$ cat src/rtl/sfp_tx_scheduler_if.sv
// rtl/sfp_tx_scheduler_if.sv - frame-source request/ack and SFP TX handshake bundle
interface sfp_tx_scheduler_if #(
  parameter int C_DATA_FRAME_BIT = 128
);
  logic                        i_pass_req;
  logic [C_DATA_FRAME_BIT-1:0] i_pass_data;
  logic                        i_zynq_req;
  logic [C_DATA_FRAME_BIT-1:0] i_zynq_data;
  logic                        i_dsp_req;
  logic [C_DATA_FRAME_BIT-1:0] i_dsp_data;
  logic                        i_stat_en;
  logic [C_DATA_FRAME_BIT-1:0] i_stat_data;
  logic                        o_pass_ack;
  logic                        o_zynq_ack;
  logic                        o_dsp_ack;
  logic [C_DATA_FRAME_BIT-1:0] o_tx_data;
  logic                        o_tx_start;
  logic                        i_tx_done;
  logic [1:0]                  o_grant_id;
  logic                        o_busy;
  logic                        o_timeout;
  logic                        i_clr_timeout;

  modport master (
    output i_pass_req, i_pass_data, i_zynq_req, i_zynq_data, i_dsp_req, i_dsp_data,
           i_stat_en, i_stat_data, i_tx_done, i_clr_timeout,
    input  o_pass_ack, o_zynq_ack, o_dsp_ack, o_tx_data, o_tx_start, o_grant_id,
           o_busy, o_timeout
  );

  modport slave (
    input  i_pass_req, i_pass_data, i_zynq_req, i_zynq_data, i_dsp_req, i_dsp_data,
           i_stat_en, i_stat_data, i_tx_done, i_clr_timeout,
    output o_pass_ack, o_zynq_ack, o_dsp_ack, o_tx_data, o_tx_start, o_grant_id,
           o_busy, o_timeout
  );
endinterface

$ cat src/rtl/sfp_tx_scheduler.sv
// rtl/sfp_tx_scheduler.sv - arbitrates four frame sources onto the single SFP transmitter
module sfp_tx_scheduler #(
  parameter int C_DATA_FRAME_BIT = 128,
  parameter int C_STAT_PERIOD    = 200,
  parameter int C_TX_TIMEOUT     = 4095
) (
  input  logic              i_clk,
  input  logic              i_rst,
  sfp_tx_scheduler_if.slave bus
);
  localparam int SW = $clog2(C_STAT_PERIOD);
  localparam int TW = $clog2(C_TX_TIMEOUT + 1);

  localparam logic [1:0] ID_PASS = 2'd0;
  localparam logic [1:0] ID_ZYNQ = 2'd1;
  localparam logic [1:0] ID_DSP  = 2'd2;
  localparam logic [1:0] ID_STAT = 2'd3;

  typedef enum logic [2:0] {S_IDLE, S_LATCH, S_START, S_WAIT, S_GAP} state_t;

  state_t                      state, state_nxt;
  logic [1:0]                  rr_ptr;
  logic [1:0]                  cand0, cand1, cand2;
  logic [1:0]                  win_id;
  logic                        win_valid;
  logic [C_DATA_FRAME_BIT-1:0] win_data;
  logic                        grant;
  logic                        set_timeout;
  logic                        stat_pending;
  logic                        stat_wrap;
  logic                        stat_clr;
  logic [SW-1:0]               stat_cnt;
  logic [TW-1:0]               wait_cnt;
  logic [TW-1:0]               wait_cnt_inc;

  function automatic logic [1:0] rr_next(input logic [1:0] id);
    case (id)
      ID_ZYNQ: return ID_DSP;
      ID_DSP:  return ID_STAT;
      default: return ID_ZYNQ;
    endcase
  endfunction

  function automatic logic rr_req(input logic [1:0] id, input logic z, input logic d,
                                  input logic s);
    case (id)
      ID_ZYNQ: return z;
      ID_DSP:  return d;
      ID_STAT: return s;
      default: return 1'b0;
    endcase
  endfunction

  // Pass-through always wins; the rest are scanned starting at the round-robin pointer.
  always_comb begin
    cand0     = rr_ptr;
    cand1     = rr_next(cand0);
    cand2     = rr_next(cand1);
    win_valid = 1'b1;
    win_id    = ID_PASS;
    if (bus.i_pass_req)
      win_id = ID_PASS;
    else if (rr_req(cand0, bus.i_zynq_req, bus.i_dsp_req, stat_pending))
      win_id = cand0;
    else if (rr_req(cand1, bus.i_zynq_req, bus.i_dsp_req, stat_pending))
      win_id = cand1;
    else if (rr_req(cand2, bus.i_zynq_req, bus.i_dsp_req, stat_pending))
      win_id = cand2;
    else
      win_valid = 1'b0;
  end

  always_comb begin
    case (win_id)
      ID_PASS: win_data = bus.i_pass_data;
      ID_ZYNQ: win_data = bus.i_zynq_data;
      ID_DSP:  win_data = bus.i_dsp_data;
      default: win_data = bus.i_stat_data;
    endcase
  end

  assign wait_cnt_inc = wait_cnt + TW'(1);

  always_ff @(posedge i_clk or posedge i_rst) begin
    if (i_rst)
      state <= S_IDLE;
    else
      state <= state_nxt;
  end

  always_comb begin
    state_nxt      = state;
    grant          = 1'b0;
    set_timeout    = 1'b0;
    bus.o_pass_ack = 1'b0;
    bus.o_zynq_ack = 1'b0;
    bus.o_dsp_ack  = 1'b0;
    bus.o_tx_start = 1'b0;
    bus.o_busy     = (state != S_IDLE);
    case (state)
      S_IDLE: begin
        if (win_valid) begin
          grant     = 1'b1;
          state_nxt = S_LATCH;
        end
      end
      S_LATCH: begin
        bus.o_pass_ack = (bus.o_grant_id == ID_PASS);
        bus.o_zynq_ack = (bus.o_grant_id == ID_ZYNQ);
        bus.o_dsp_ack  = (bus.o_grant_id == ID_DSP);
        state_nxt      = S_START;
      end
      S_START: begin
        bus.o_tx_start = 1'b1;
        state_nxt      = S_WAIT;
      end
      S_WAIT: begin
        // Done on the final cycle takes precedence over the timeout.
        if (bus.i_tx_done) begin
          state_nxt = S_GAP;
        end else if (wait_cnt_inc == TW'(C_TX_TIMEOUT)) begin
          set_timeout = 1'b1;
          state_nxt   = S_GAP;
        end
      end
      S_GAP:   state_nxt = S_IDLE;
      default: state_nxt = S_IDLE;
    endcase
  end

  always_ff @(posedge i_clk or posedge i_rst) begin
    if (i_rst) begin
      bus.o_tx_data  <= '0;
      bus.o_grant_id <= ID_PASS;
      bus.o_timeout  <= 1'b0;
      rr_ptr         <= ID_ZYNQ;
      wait_cnt       <= '0;
    end else begin
      if (grant) begin
        bus.o_tx_data  <= win_data;
        bus.o_grant_id <= win_id;
        if (win_id != ID_PASS)
          rr_ptr <= rr_next(win_id);
      end
      if (state == S_START)
        wait_cnt <= '0;
      else if (state == S_WAIT)
        wait_cnt <= wait_cnt_inc;
      if (set_timeout)
        bus.o_timeout <= 1'b1;
      else if (bus.i_clr_timeout)
        bus.o_timeout <= 1'b0;
    end
  end

  assign stat_wrap = (stat_cnt == SW'(C_STAT_PERIOD - 1));
  assign stat_clr  = (state == S_LATCH) && (bus.o_grant_id == ID_STAT);

  // A single pending flag: wraps that arrive while a status frame is still queued are absorbed.
  always_ff @(posedge i_clk or posedge i_rst) begin
    if (i_rst) begin
      stat_cnt     <= '0;
      stat_pending <= 1'b0;
    end else begin
      stat_cnt <= stat_wrap ? '0 : stat_cnt + SW'(1);
      if (!bus.i_stat_en)
        stat_pending <= 1'b0;
      else if (stat_wrap)
        stat_pending <= 1'b1;
      else if (stat_clr)
        stat_pending <= 1'b0;
    end
  end
endmodule

$ cat src/flat_wrapper.sv
// flat-port wrapper written by rule: the top's interface ports become plain ports
module sfp_tx_scheduler_flat 
#(
  parameter int C_DATA_FRAME_BIT = 128,
  parameter int C_STAT_PERIOD    = 200,
  parameter int C_TX_TIMEOUT     = 4095
)
  (i_clk, i_rst, bus_i_pass_req, bus_i_pass_data, bus_i_zynq_req, bus_i_zynq_data, bus_i_dsp_req, bus_i_dsp_data, bus_i_stat_en, bus_i_stat_data, bus_i_tx_done, bus_i_clr_timeout, bus_o_pass_ack, bus_o_zynq_ack, bus_o_dsp_ack, bus_o_tx_data, bus_o_tx_start, bus_o_grant_id, bus_o_busy, bus_o_timeout);
  sfp_tx_scheduler_if #(.C_DATA_FRAME_BIT(C_DATA_FRAME_BIT)) bus_i ();
  input  logic i_clk;
  input  logic i_rst;
  input wire logic [$bits(bus_i.i_pass_req)-1:0] bus_i_pass_req;
  input wire logic [$bits(bus_i.i_pass_data)-1:0] bus_i_pass_data;
  input wire logic [$bits(bus_i.i_zynq_req)-1:0] bus_i_zynq_req;
  input wire logic [$bits(bus_i.i_zynq_data)-1:0] bus_i_zynq_data;
  input wire logic [$bits(bus_i.i_dsp_req)-1:0] bus_i_dsp_req;
  input wire logic [$bits(bus_i.i_dsp_data)-1:0] bus_i_dsp_data;
  input wire logic [$bits(bus_i.i_stat_en)-1:0] bus_i_stat_en;
  input wire logic [$bits(bus_i.i_stat_data)-1:0] bus_i_stat_data;
  input wire logic [$bits(bus_i.i_tx_done)-1:0] bus_i_tx_done;
  input wire logic [$bits(bus_i.i_clr_timeout)-1:0] bus_i_clr_timeout;
  output wire logic [$bits(bus_i.o_pass_ack)-1:0] bus_o_pass_ack;
  output wire logic [$bits(bus_i.o_zynq_ack)-1:0] bus_o_zynq_ack;
  output wire logic [$bits(bus_i.o_dsp_ack)-1:0] bus_o_dsp_ack;
  output wire logic [$bits(bus_i.o_tx_data)-1:0] bus_o_tx_data;
  output wire logic [$bits(bus_i.o_tx_start)-1:0] bus_o_tx_start;
  output wire logic [$bits(bus_i.o_grant_id)-1:0] bus_o_grant_id;
  output wire logic [$bits(bus_i.o_busy)-1:0] bus_o_busy;
  output wire logic [$bits(bus_i.o_timeout)-1:0] bus_o_timeout;
  assign bus_i.i_pass_req = bus_i_pass_req;
  assign bus_i.i_pass_data = bus_i_pass_data;
  assign bus_i.i_zynq_req = bus_i_zynq_req;
  assign bus_i.i_zynq_data = bus_i_zynq_data;
  assign bus_i.i_dsp_req = bus_i_dsp_req;
  assign bus_i.i_dsp_data = bus_i_dsp_data;
  assign bus_i.i_stat_en = bus_i_stat_en;
  assign bus_i.i_stat_data = bus_i_stat_data;
  assign bus_i.i_tx_done = bus_i_tx_done;
  assign bus_i.i_clr_timeout = bus_i_clr_timeout;
  assign bus_o_pass_ack = bus_i.o_pass_ack;
  assign bus_o_zynq_ack = bus_i.o_zynq_ack;
  assign bus_o_dsp_ack = bus_i.o_dsp_ack;
  assign bus_o_tx_data = bus_i.o_tx_data;
  assign bus_o_tx_start = bus_i.o_tx_start;
  assign bus_o_grant_id = bus_i.o_grant_id;
  assign bus_o_busy = bus_i.o_busy;
  assign bus_o_timeout = bus_i.o_timeout;
  sfp_tx_scheduler #(.C_DATA_FRAME_BIT(C_DATA_FRAME_BIT), .C_STAT_PERIOD(C_STAT_PERIOD), .C_TX_TIMEOUT(C_TX_TIMEOUT)) u_core (.i_clk(i_clk), .i_rst(i_rst), .bus(bus_i));
endmodule
$ cat config.mk
export PLATFORM = sky130hd
export DESIGN_NAME = sfp_tx_scheduler_flat
export DESIGN_NICKNAME = d
export VERILOG_FILES = /design/src/rtl/sfp_tx_scheduler_if.sv /design/src/rtl/sfp_tx_scheduler.sv /design/src/flat_wrapper.sv
export SDC_FILE = /design/constraint.sdc
export NUM_CORES = 1
export LEC_CHECK = 0
export BUFFER_PORTS_ARGS = -buffer_cell sky130_fd_sc_hd__buf_2
export CORE_AREA = 2 2 253 255
export DETAILED_ROUTE_END_ITERATION = 12
export DIE_AREA = 0 0 255 257
export PLACE_DENSITY_LB_ADDON = 0.25
export SETUP_SLACK_MARGIN = 0.02
export SYNTH_ARGS = -nofsm -noshare
export SYNTH_HDL_FRONTEND = slang
export SYNTH_SLANG_ARGS = --single-unit
export TNS_END_PERCENT = 30
$ cat constraint.sdc
create_clock -name i_clk -period 4.8 [get_ports i_clk]
set_input_delay 0.72 -clock i_clk [delete_from_list [all_inputs] [get_ports i_clk]]
set_output_delay 0.72 -clock i_clk [all_outputs]
set_load 0.05 [all_outputs]
== After elaboration in Yosys (flattened, before gate mapping) ==
Cells that the tools add are included.

* Bits in registers: 157
* Input bits: 520
* Output and inout port bits: 136
* Word-level logic and storage cells: 84

* Add/subtract/negate cells: 2
* Mux-type cells: 42
* Reduce and logical (&&, ||, !) cells: 10
* Equality and inequality tests: 22

{| class="wikitable"
|+ Operators by type and width
! cell !! number
|-
| case mux 128 bit (3 select lines) || 1
|-
| 2-to-1 mux 1 bit || 24
|-
| 2-to-1 mux 12 bit || 2
|-
| == test 2 bit, second input constant || 9
|-
| adder 12 x 1 -> 12 bit, second input constant || 1
|-
| == test 12 bit, second input constant || 1
|-
| case mux 2 bit (2 select lines) || 3
|-
| case mux 3 bit (4 select lines) || 1
|-
| == test 2 x 1 -> 1 bit, second input constant || 5
|-
| 2-to-1 mux 3 bit || 3
|-
| case mux 1 bit (3 select lines) || 3
|-
| adder 8 x 1 -> 8 bit, second input constant || 1
|-
| == test 8 bit, second input constant || 1
|-
| 2-to-1 mux 2 bit || 4
|-
| 2-to-1 mux 8 bit || 1
|-
| == test 3 x 2 -> 1 bit, second input constant || 2
|-
| nonzero test 2 bit || 3
|-
| logical NOT 2 bit || 2
|-
| AND reduction 2 bit || 2
|-
| == test 3 x 1 -> 1 bit, second input constant || 1
|-
| logical NOT 3 bit || 1
|-
| != test 3 x 1 -> 1 bit, second input constant || 1
|-
| != test 3 x 2 -> 1 bit, second input constant || 1
|-
| nonzero test 3 bit || 1
|-
| other kinds (2) || 2
|}

== Logic depth before layout (Yosys ltp) ==
Gate-level depths: netlist (run 1).

* Depth after elaboration: 16
* Gate-level depth with buffers: 14
* Mapped depth without buffers: 11

== Worst setup path before layout (run 1) ==
No wires, ideal clock.

* Path type: reg2reg
* Start: reg u_core.rr_ptr[0], in the netlist u_core.cand0[0]
* End: reg u_core.bus.o_tx_data[10]
* Slack: 1.035 ns
* Data arrival time: 3.698 ns
* Stages on the path, launching flop included: 15
* Period minus slack after synthesis: 3.765 ns
* Path buffers: 4
* Required time: 4.733 ns
* Setup time: 0.067 ns
* Path through: dfstp_2 -> inv_1 -> ha_1 -> a222oi_1 -> nor2_1 -> or4_1 -> a21oi_1 -> ha_1 -> clkbuf_1 -> clkbuf_1 -> clkbuf_1 -> clkbuf_1 -> nand2_1 -> o21ai_0 -> mux2_1

* Cells in the longest elaborated chain, start to end: 15
* Elaborated cells on any way between the ends: 34
* Classes of those cells: eq/ne (11); mux (22); reduce/logical (1)

{| class="wikitable"
|+ RTL lines
! item !! RTL line !! text
|-
| start: declaration || sfp_tx_scheduler.sv:22 || <nowiki>logic [1:0] rr_ptr;</nowiki>
|-
| start signal: assignment || sfp_tx_scheduler.sv:143 || <nowiki>rr_ptr <= rr_next(win_id);</nowiki>
|-
| == test 2 bit or == test 2 x 1 -> 1 bit (tied branches) || sfp_tx_scheduler.sv:37, sfp_tx_scheduler.sv:46 ||
|-
| case mux 2 bit (2 select lines) || sfp_tx_scheduler.sv:37 || <nowiki>case (id)</nowiki>
|-
| == test 2 bit or == test 2 x 1 -> 1 bit (tied branches) || sfp_tx_scheduler.sv:37, sfp_tx_scheduler.sv:46 ||
|-
| case mux 2 bit (2 select lines) || sfp_tx_scheduler.sv:37 ||
|-
| == test 2 bit or == test 2 x 1 -> 1 bit (tied branches) || sfp_tx_scheduler.sv:46 || <nowiki>case (id)</nowiki>
|-
| case mux 1 bit (3 select lines) || sfp_tx_scheduler.sv:46 ||
|-
| 2-to-1 mux 1 bit || sfp_tx_scheduler.sv:65 || <nowiki>else if (rr_req(cand1, bus.i_zynq_req, bus.i_dsp_req, stat_pending))</nowiki>
|-
| 2-to-1 mux 1 bit || sfp_tx_scheduler.sv:63 || <nowiki>else if (rr_req(cand0, bus.i_zynq_req, bus.i_dsp_req, stat_pending))</nowiki>
|-
| 2-to-1 mux 1 bit || sfp_tx_scheduler.sv:61 || <nowiki>if (bus.i_pass_req)</nowiki>
|-
| 2-to-1 mux 2 bit || sfp_tx_scheduler.sv:67 || <nowiki>else if (rr_req(cand2, bus.i_zynq_req, bus.i_dsp_req, stat_pending))</nowiki>
|-
| 2-to-1 mux 2 bit || sfp_tx_scheduler.sv:65 ||
|-
| 2-to-1 mux 2 bit (*) || sfp_tx_scheduler.sv:63 ||
|-
| 2-to-1 mux 2 bit (*) || sfp_tx_scheduler.sv:61 ||
|-
| net u_core.win_id[1] || sfp_tx_scheduler.sv:24 || <nowiki>logic [1:0] win_id;</nowiki>
|-
| == test 2 bit, or another cell as far along || sfp_tx_scheduler.sv:74 || <nowiki>case (win_id)</nowiki>
|-
| case mux 128 bit (3 select lines) (*) || sfp_tx_scheduler.sv:74 ||
|-
| end signal: assignment || sfp_tx_scheduler.sv:140 || <nowiki>bus.o_tx_data <= win_data;</nowiki>
|-
| end: declaration || sfp_tx_scheduler_if.sv:34 || <nowiki>output o_pass_ack, o_zynq_ack, o_dsp_ack, o_tx_data, o_tx_start, o_grant_id,</nowiki>
|}

Mark *: on every way through the listed nets, which the timed path passes. The rest lies on a longest branch. The select of a mux whose other input is x is not followed.
A chain may end at the register's enable or synchronous reset.

== Worst setup path after layout (run 1) ==
* Start: reg u_core.rr_ptr[0], in the netlist u_core.cand0[0]
* End: reg u_core.bus.o_tx_data[41]

The elaborated chain is that of the path after synthesis.

==> impl_results.md, run 1 <==
- TritonRoute pass-1 iters: 9
- Setup TNS Final: 0 ns
- Met2 Wirelength: roughly 24,000 um
- Syn avg cell area: 9.987 sq um
- P per Cell Area: 707.4 nW/um^2
- Arrival @ worst endpoint: 4.62 ns
- Syn Inst Count: between 900 and 1,000
- # fillers: 6,974
- # H-tree levels: 4
- CTS buffer count: 17
- Final worst path period need: 4.280 ns
- Final Cycle Share: 0.8916
- CP Launch Type: register
- Max rail drop VDD: 0.0002621 V
- #FFs+latches synth: 157
- Total GRT Usage: 0.1381
- Core area: 62,740 sq um
- Row count: 92
- Post-CTS Hold Fix Bufs: 0
- Worst EP required: 5.14 ns
- Die X-Extent: 255 um
- Crit-path max FO: 54
- Met3 wire length: between 3000 and 4000 um
- Syn Nets: around 1,500
- EDFF count, synth: 0
- Share of layout cells above drive strength 1: 0.4848
- Hold slack: 0.1717 ns
- DRT iter0 DRCs: 1,081
- Avg Vias per Cell: 4.387
- # resized after CTS: 0
- RSZ-0062 raised after global routing: false
- Half-perimeter wire length after placement: 36,960 um
- Achievable frequency: 233.7 MHz
- Total wire length: 47,420 um
- Net Sw Frac: 0.5397
- Postcts setup bufs: 0
- Final Setup Violations: 0
- Initial antenna violation count: 16
- LEAKAGE: 6.564 nW
- Max_cap viols: 0
- Ports: 656
- Reg-to-Reg End: u_core.bus.o_tx_data[41]
- I/O Buffers: 655
- Worst-case headroom to the max-slew limit: 0.4537
- GP Congestion: between 0.8 and 0.9
- FFs w/ async S/R, synth: 1.000
- FF-to-FF Start: u_core.cand0[0]
- Status: completed
- Final hold vios: 0
- CTS tree: built
- Global-route wire length before repair: 66,830 um
- Kind of critical path: reg -> reg
- Crit path capture type: register
- Number of global-route vias before repair: between 10,000 and 15,000
- Initial Util: 0.1469
- Post-synthesis sequential area ratio: 0.4264
- Routed len/inst: around 20 um
- Hold WC Path Type: in -> async
- R2R Setup Slk: 0.52 ns
- Synthesized cell area: between 9000 and 10,000 sq um
- Largest net degree at the start of global routing: 106
- Count of pins over their slew limit: 0
- Warnings, synthesis: 0
- Antenna violation net count after detailed routing: 0
- Worst-Skew Late Latency: 0.48 ns
- Metal-1 WL: 18,160 um
- Clock Tree Buf Depth: 2
- Power Internal: 4.575 mW
- Drc violations: 0
- Synth unique cells: 43
- Most used DFF post-synth: dfrtp_1
- FF-to-FF path depth: 13
- Synthesis-to-layout area growth: 52.42%
- Combinational power share: 0.629
- Clock root cell: clkbuf_16
- Psw: 5.364 mW
- Clock transition at path regs: 0.07 ns
- Worst-margin pin slew: just over 0.8 ns
- Grt ovf: 0
- Clock power frac: 0.144
- Layout Nets: a little over 2,000
- Sequential power share: 0.227
- CTS sink count: 157
- Clock skew: between 0.02 and 0.025 ns
- Die height: between 200 and 300 um
- Via count: roughly 11,000
- Highest routed layer: met5
- Die area: 65,540 sq um
[flip-flops by register name, indices dropped and copies added, names as in the netlist]
signal / count
u_core.bus.o_tx_data: 128
u_core.wait_cnt: 12
u_core.stat_cnt: 8
u_core.state: 3
u_core.bus.o_grant_id: 2
u_core.cand0: 2
u_core.bus.o_timeout: 1
u_core.stat_pending: 1
[power by group through the flow]
stage	combinational [mW]	clock (mW)	sequential [mW]
detailed placement	6.35	0	2.28
global placement	6.27	0	2.28
global route	6.65	1.57	2.35
finish	6.25	1.43	2.26
floorplan	2.44	0	4.16
CTS	6.36	1.52	2.27
[stage by stage]
step / power (mW) / util / instances / setup WS (ns) / instance area [sq um]
2_1_floorplan: 6.601 / - / 923 / 1.035 / 9221
3_3_place_gp: 8.549 / 0.2142 / 2355 / 0.6404 / 13440
3_5_place_dp: 8.631 / 0.2142 / 2355 / 0.5455 / 13440
4_1_cts: 10.15 / 0.2236 / 2387 / 0.5286 / 14030
5_1_grt: 10.57 / 0.2239 / 2394 / 0.1599 / 14040
6_report: 9.939 / 0.2240 / 2396 / 0.5202 / 14050
[cell usage after synthesis (2+ instances only)]
library cell | n | share of area
dfrtp_1 | 156 | 0.42
nand2_1 | 147 | 0.060
o21ai_0 | 144 | 0.078
a222oi_1 | 129 | 0.14
mux2_1 | 100 | 0.12
clkbuf_1 | 76 | 0.031
mux2_2 | 31 | 0.038
nor2_1 | 22 | 0.0090
inv_1 | 13 | 0.0053
ha_1 | 12 | 0.016
buf_6 | 11 | 0.013
nand3_1 | 10 | 0.0054
a21oi_1 | 9 | 0.0049
nand4_1 | 7 | 0.0048
mux2i_1 | 6 | 0.0065
nor3_1 | 6 | 0.0033
a22o_1 | 4 | 0.0038
nor2b_1 | 4 | 0.0027
a22oi_1 | 3 | 0.0024
nor3b_1 | 3 | 0.0024
xnor2_1 | 3 | 0.0029
buf_2 | 2 | 0.0011
nand2b_1 | 2 | 0.0014
o22ai_1 | 2 | 0.0014
o31ai_1 | 2 | 0.0016
xor2_1 | 2 | 0.0019
[how the worst max path moves through the flow]
stage / from / to / slack (ns) / cells past startpoint
6_report: u_core.cand0[0] / u_core.bus.o_tx_data[41] / 0.52 / 13
5_1_grt: u_core.cand0[0] / u_core.bus.o_tx_data[3] / 0.16 / 13
4_1_cts: u_core.cand0[0] / u_core.bus.o_tx_data[41] / 0.53 / 13
2_1_floorplan: u_core.cand0[0] / u_core.bus.o_tx_data[10] / 1.03 / 14
3_3_place_gp: u_core.cand0[0] / u_core.bus.o_tx_data[1] / 0.64 / 13
3_5_place_dp: u_core.cand0[0] / u_core.bus.o_tx_data[41] / 0.55 / 13
[per-layer routing]
layer / up-vias / global-route usage
li1: 4830 / -
met2: 532 / 0.2440
met4: 6 / 0.06368
met3: 64 / 0.03753
met1: 5080 / 0.1528
met5: - / 0
[worst max-delay path: stages (launching register included)]
cell and delay [ns]:
dfstp_2 0.55, inv_1 0.09, ha_1 0.26, a222oi_1 0.52, nor2_1 0.15, or4_1 0.52
a21oi_1 0.14, buf_4 0.18, inv_1 0.11, ha_4 0.33, buf_4 0.42, a222oi_1 0.42
o21ai_0 0.12, mux2_1 0.31
[layout by cell type, fill, tap and decap left out, drive strengths merged, types with 2 or more instances in the layout]
cell type  count
xnor2          3
ha            12
mux2         131
bufinv         2
diode          9
dfrtp        156
a211oi         2
o31ai          2
nand3         10
a22oi          3
buf          676
a22o           4
xor2           2
o21ai        144
mux2i          6
a21oi          9
nand4          7
clkbuf        19
nand2        147
inv           17
nand2b         2
clkinvlp       3
nor2          22
nor3           6
clkinv         4
nor3b          3
a222oi       129
o22ai          2
nor2b          4
[layout make-up]
| class | instances | area (sq um) | share of cell area |
|---|---|---|---|
| clock buffer | 19 | 432.9 | 0.03081 |
| multi-input combinational | 663 | 4873 | 0.3469 |
| timing repair buffer | 676 | 3523 | 0.2508 |
| tap | 846 | 1059 | 0.07534 |
| clock inverter | 13 | 156.4 | 0.01113 |
| antenna | 9 | 22.52 | 0.001603 |
| sequential | 157 | 3930 | 0.2797 |
| inverter | 13 | 52.55 | 0.003740 |
[logic make-up after synthesis]
logic type               after synthesis  share of synthesized area
AND/OR/NAND/NOR                      206                    0.09271
XOR/XNOR                               5                   0.004752
adder cells (fa/ha/maj)               12                    0.01629
AO/OA/AOI/OAI                        303                     0.2422
flip-flops                           157                     0.4264
buffers and inverters                103                    0.05117
multiplexers                         137                     0.1666
Note: power is estimated with default switching activity, not from simulation.
==> run 2, diff against run 1 <==
--- a/config.mk
+++ b/config.mk
@@ -5,10 +5,10 @@
 export SDC_FILE = /design/constraint.sdc
 export NUM_CORES = 1
 export LEC_CHECK = 0
-export BUFFER_PORTS_ARGS = -buffer_cell sky130_fd_sc_hd__buf_2
-export CORE_AREA = 2 2 253 255
+export CORE_AREA = 2 2 252 254
 export DETAILED_ROUTE_END_ITERATION = 12
-export DIE_AREA = 0 0 255 257
+export DIE_AREA = 0 0 254 256
+export DONT_BUFFER_PORTS = 1
 export PLACE_DENSITY_LB_ADDON = 0.25
 export SETUP_SLACK_MARGIN = 0.02
 export SYNTH_ARGS = -nofsm -noshare
==> run 2 against run 1 <==
Compared with the run above: core utilization decreased by 5.1 points; critical path depth unchanged; register-to-register slack improved by 0.09 ns; via count decreased by 23%; clock skew decreased by 0.012 ns; count of clock-buffer cells in the layout unchanged; non-clock buffer count decreased by 657; hold slack improved by 0.063 ns; combinational power decreased by 49%; design area decreased by 23%; first-iteration DRC count increased by 3.9%; critical path type unchanged; highest routed layer unchanged.
==> impl_results.md, run 2 (same netlist as run 1, synthesis figures left out) <==
- Largest regs: u_core.bus.o_tx_data: 128 flops, u_core.wait_cnt: 12 flops, u_core.stat_cnt: 8 flops
- Family with the most delay on the worst path: compound AO/OA/AOI/OAI gates
- CTS tree: built
- Final Cycle Share: 0.8739
- Worst-path cell chain: inv_1 -> ha_1 -> a222oi_1 -> nor2_1 -> or4_1 -> a21oi_1 -> buf_4 -> inv_1 -> ha_4 -> buf_4 -> a222oi_1 -> o21ai_0 -> mux2_1
- Worst-case headroom to the max-slew limit: 0.3867
- Avg Vias per Cell: 4.619
- Clock skew: 0.01274 ns
- Crit-path max FO: 71
- Final worst path period need: 4.195 ns
- Routed len/inst: roughly 24 um
- FF-to-FF Start: u_core.cand0[0]
- Reg-to-Reg End: u_core.bus.o_tx_data[64]
- Share of layout cells above drive strength 1: 0.1052
- Cell count after placement: 1,698
- DRT iter0 DRCs: 1,123
- CTS sink count: 157
- Antenna violation net count after detailed routing: 0
- CP max stage cell: dfstp_2
- Ports: between 600 and 700
- Post-CTS Hold Fix Bufs: 0
- # resized after CTS: 0
- Synthesis-to-layout area growth: 16.89%
- Max_cap viols: 0
- Achievable frequency: between 200 and 250 MHz
- Total wire length: 42,050 um
- Final hold vios: 0
- Initial antenna violation count: 16
- Postcts setup bufs: 0
- Setup TNS Final: 0 ns
- Half-perimeter wire length after placement: 33,120 um
- Core area: ~62,000 sq um
- Largest net degree at the start of global routing: 132
- Worst-Skew Late Latency: 0.48 ns
- Die area: 65,020 sq um
- # fillers: 6,983
- I/O Buffers: 0
- TritonRoute pass-1 iters: 9
- Largest Register: u_core.bus.o_tx_data
- Critical Path Max Stage Delay: 0.55 ns
- FF-to-FF path depth: 13
- Die height: roughly 260 um
- Grt ovf: 0
- CP Buf/Inv Count: 4
- Final Setup Violations: 0
- Commonest non-fill, non-tap cell in the layout: dfrtp_1
- GP Congestion: around 0.86
- Crit path depth: 13
- Clock Tree Buf Depth: 2
- Arrival @ worst endpoint: about 4.6 ns
- Clock transition at path regs: approximately 0.070 ns
- # H-tree levels: 4
- Row count: 92
- CTS buffer count: 17
- Clock root cell: clkbuf_16
- Die X-Extent: 254 um
- Max rail drop VDD: 0.0003084 V
- RSZ-0062 raised after global routing: false
- Drc violations: 0
- Hold WC Path Type: in -> async
- Via count: 8,056
- Initial Util: 0.1477
- Global-route wire length before repair: around 56,000 um
- Most frequent cells in the layout: dfrtp_1, nand2_1, o21ai_0
- LEAKAGE: 3.934 nW
- Max reg flops: 128
- Worst EP required: 5.16 ns
- Crit path capture type: register
- Status: completed
- Total Power: 9.172 mW
- Worst-margin pin slew: 0.9166 ns
- Non-Filler Instances: 1,744
- Total GRT Usage: 0.1227
- Layout Nets: 1,403
- Count of pins over their slew limit: 0
- CP Launch Type: register
- Kind of critical path: reg -> reg
- R2R Setup Slk: roughly 0.61 ns
- P per Cell Area: 851.3 nW/um^2
- Number of global-route vias before repair: 7,624
## run 2: cell types whose count changed in the layout (fill, tap and decap cells not counted), sizes merged
| cell | before | now |
|---|---|---|
| clkinv | 4 | 1 |
| inv | 17 | 18 |
| clkinvlp | 3 | 5 |
| diode | 9 | 14 |
| buf | 676 | 19 |
## run 2: where the power goes
| group | leakage (nW) | internal, mW | total (mW) | switching (mW) |
|---|---|---|---|---|
| clock network | 0.280 | 0.791 | 1.45 | 0.659 |
| logic | 1.74 | 1.34 | 3.17 | 1.83 |
| registers | 1.91 | 1.88 | 4.55 | 2.67 |
## run 2: how the worst max path moves through the flow
| stage | from | endpoint | slack, ns |
|---|---|---|---|
| CTS | u_core.cand0[0] | u_core.bus.o_tx_data[109] | 0.66 |
| global route | u_core.cand0[0] | u_core.bus.o_tx_data[53] | 0.39 |
| finish | u_core.cand0[0] | u_core.bus.o_tx_data[64] | 0.61 |
| floorplan | u_core.cand0[0] | u_core.bus.o_tx_data[10] | 1.03 |
| detailed placement | u_core.cand0[0] | u_core.bus.o_tx_data[109] | 0.68 |
| global placement | u_core.cand0[0] | u_core.bus.o_tx_data[53] | 0.75 |
## run 2: cell type report
class	instances	area (sq um)	area share
multi-input combinational	663	4883	0.4533
clock inverter	13	153.9	0.01428
clock buffer	19	442.9	0.04111
inverter	13	52.55	0.004877
timing repair buffer	19	217.7	0.02021
sequential	157	3930	0.3648
tap	846	1059	0.09825
antenna	14	35.03	0.003252
## run 2: per-stage QoR
step / hold WS, ns / instance area [sq um] / setup slack [ns] / utilization
CTS: 0.2152 / 10740 / 0.6577 / 0.1721
detailed placement: 0.4800 / 10140 / 0.6793 / 0.1626
floorplan: 0.4547 / 9221 / 1.035 / -
global placement: 0.4815 / 10140 / 0.7518 / 0.1626
finish: 0.2344 / 10770 / 0.6054 / 0.1727
global route: 0.2443 / 10770 / 0.3853 / 0.1726
## run 2: routing by layer
layer / GRT usage / part of all wire
met1: 0.1371 / 0.38
met2: 0.2059 / 0.49
met3: 0.04546 / 0.10
met4: 0.05719 / 0.031
met5: 0 / 0.00064
==> run 3, diff against run 2 <==
--- a/config.mk
+++ b/config.mk
@@ -6,6 +6,7 @@
 export NUM_CORES = 1
 export LEC_CHECK = 0
 export CORE_AREA = 2 2 252 254
+export CTS_BUF_LIST = sky130_fd_sc_hd__clkbuf_16
 export DETAILED_ROUTE_END_ITERATION = 12
 export DIE_AREA = 0 0 254 256
 export DONT_BUFFER_PORTS = 1
==> run 3 against run 2 <==
Compared with the run above: die area is the same; count of clock-buffer cells in the layout shrank 2; critical endpoint unchanged; flip-flop and latch count is the same; power fell by 0.17%; largest cell class unchanged; critical path type unchanged; clock power is essentially flat; setup slack improved by 0.0027 ns.
==> impl_results.md, run 3 (same netlist as run 1, synthesis figures left out) <==
- Status: completed
- Largest net degree at the start of global routing: between 100 and 150
- Total Power: ~9 mW
- Total wire length: ~42,000 um
- Number of global-route vias before repair: roughly 7,600
- Global-route wire length before repair: approximately 56,000 um
- DRT iter0 DRCs: 1,123
- Largest Register: u_core.bus.o_tx_data
- CTS tree: built
- Finished Core Util: 0.1724
- Worst EP required: 5.16 ns
- P per Cell Area: roughly 850 nW/um^2
- Clock root cell: clkbuf_16
- Worst setup path startpoint: u_core.cand0[0]
- Drc violations: 0
- Non-Filler Instances: 1,742
- Commonest non-fill, non-tap cell in the layout: dfrtp_1
- FF-to-FF Start: u_core.cand0[0]
- Post-CTS Hold Fix Bufs: 0
- Ports: between 600 and 700
- CP Launch Type: register
- Busiest layer in global routing: met2
- Clock Tree Buf Depth: 2
- Die height: 256 um
- Max reg flops: 128
- Met1 global-route usage: 0.1371
- Hold slack: between 0.2 and 0.25 ns
- Avg Vias per Cell: about 4.6
- Arrival @ worst endpoint: 4.55 ns
- Half-perimeter wire length after placement: 33,120 um
- Max rail drop VDD: 0.0003084 V
- Kind of critical path: reg -> reg
- Initial antenna violation count: 16
- Clock transition at path regs: 0.07 ns
- Clock skew: between 0.01 and 0.015 ns
- Core area: 62,390 sq um
- Count of pins over their slew limit: 0
- Synthesis-to-layout area growth: 16.72%
- Routed len/inst: 24.16 um
- Antenna violation net count after detailed routing: 0
- Achievable frequency: 238.6 MHz
- Cell count after placement: 1,698
- Cell Area, Placed: ~10,000 sq um
- Grt ovf: 0
- TritonRoute pass-1 iters: 9
- Crit-path max FO: 71
- Postcts setup bufs: 0
- RSZ-0062 raised after global routing: false
- Die X-Extent: between 200 and 300 um
- Final hold vios: 0
- # H-tree levels: 4
- Final setup margin: 0.6080 ns
- Setup WS pre-CTS: 0.6793 ns
- Worst-Skew Late Latency: 0.48 ns
- Total GRT Usage: 0.1227
- Worst-margin pin slew: approximately 0.92 ns
- Initial Util: 0.1477
- Final worst path period need: approximately 4.2 ns
- Setup TNS Final: 0 ns
- Final Setup Violations: 0
- Layout Nets: about 1,400
- # resized after CTS: 0
- Most frequent cells in the layout: dfrtp_1, nand2_1, o21ai_0
- CTS sink count: around 160
- Row count: 92
- Max_cap viols: 0
- Post-Layout Inst Area: roughly 11,000 sq um
- Worst-case headroom to the max-slew limit: 0.3867
- Via count: 8,058
- I/O Buffers: 0
- Die area: between 60,000 and 70,000 sq um
- Share of layout cells above drive strength 1: 0.1041
- Met3 Track Usage GR: 0.04546
- Final Cycle Share: 0.8733
- M2 GR Usage: 0.2059
- CTS buffer count: 17
- Crit path capture type: register
- Hold WC Path Type: in -> async
- GP Congestion: 0.8555
- Largest regs: u_core.bus.o_tx_data: 128 flops, u_core.wait_cnt: 12 flops, u_core.stat_cnt: 8 flops
- LEAKAGE: 3.932 nW
run 3: power breakdown:
part	switching (mW)	total [mW]	internal (mW)
clock network	0.660	1.43	0.773
logic	1.83	3.17	1.34
registers	2.67	4.55	1.88
run 3: critical path, cell delays in order, from the launching register on:
cell and delay [ns]:
dfstp_2 0.55, inv_1 0.09, ha_1 0.26, a222oi_1 0.48, nor2_1 0.13, or4_1 0.52
a21oi_1 0.14, buf_4 0.16, inv_1 0.10, ha_4 0.22, buf_4 0.31, a222oi_1 0.41
o21ai_0 0.20, mux2_1 0.35
run 3: final timing paths:
kind,endpoint,depth (start not counted),slack (ns)
max reg2reg,u_core.bus.o_tx_data[64],13,0.61
min in group i_clk,u_core.state[1],1,0.34
max in group asynchronous,u_core.bus.o_tx_data[23],2,3.49
min,u_core.bus.o_tx_data[111],1,0.23
min reg2reg,u_core.stat_cnt[0],1,0.49
max,u_core.bus.o_tx_data[64],13,0.61
run 3: metal layers:
metal	wire length, um	part of all wire
met1	16120	0.38
met2	20570	0.49
met3	4060	0.096
met4	1315	0.031
met5	27	0.00064
run 3: layout make-up:
type / count / area (sq um)
diodes: 12 / 30.03
clock buffers: 17 / 425.4
clock inverters: 15 / 161.4
fillers: 6985 / 51630
inverters: 13 / 52.55
multi-input cells: 663 / 4883
flip-flops and latches: 157 / 3930
well taps: 846 / 1059
repair buffers: 19 / 217.7
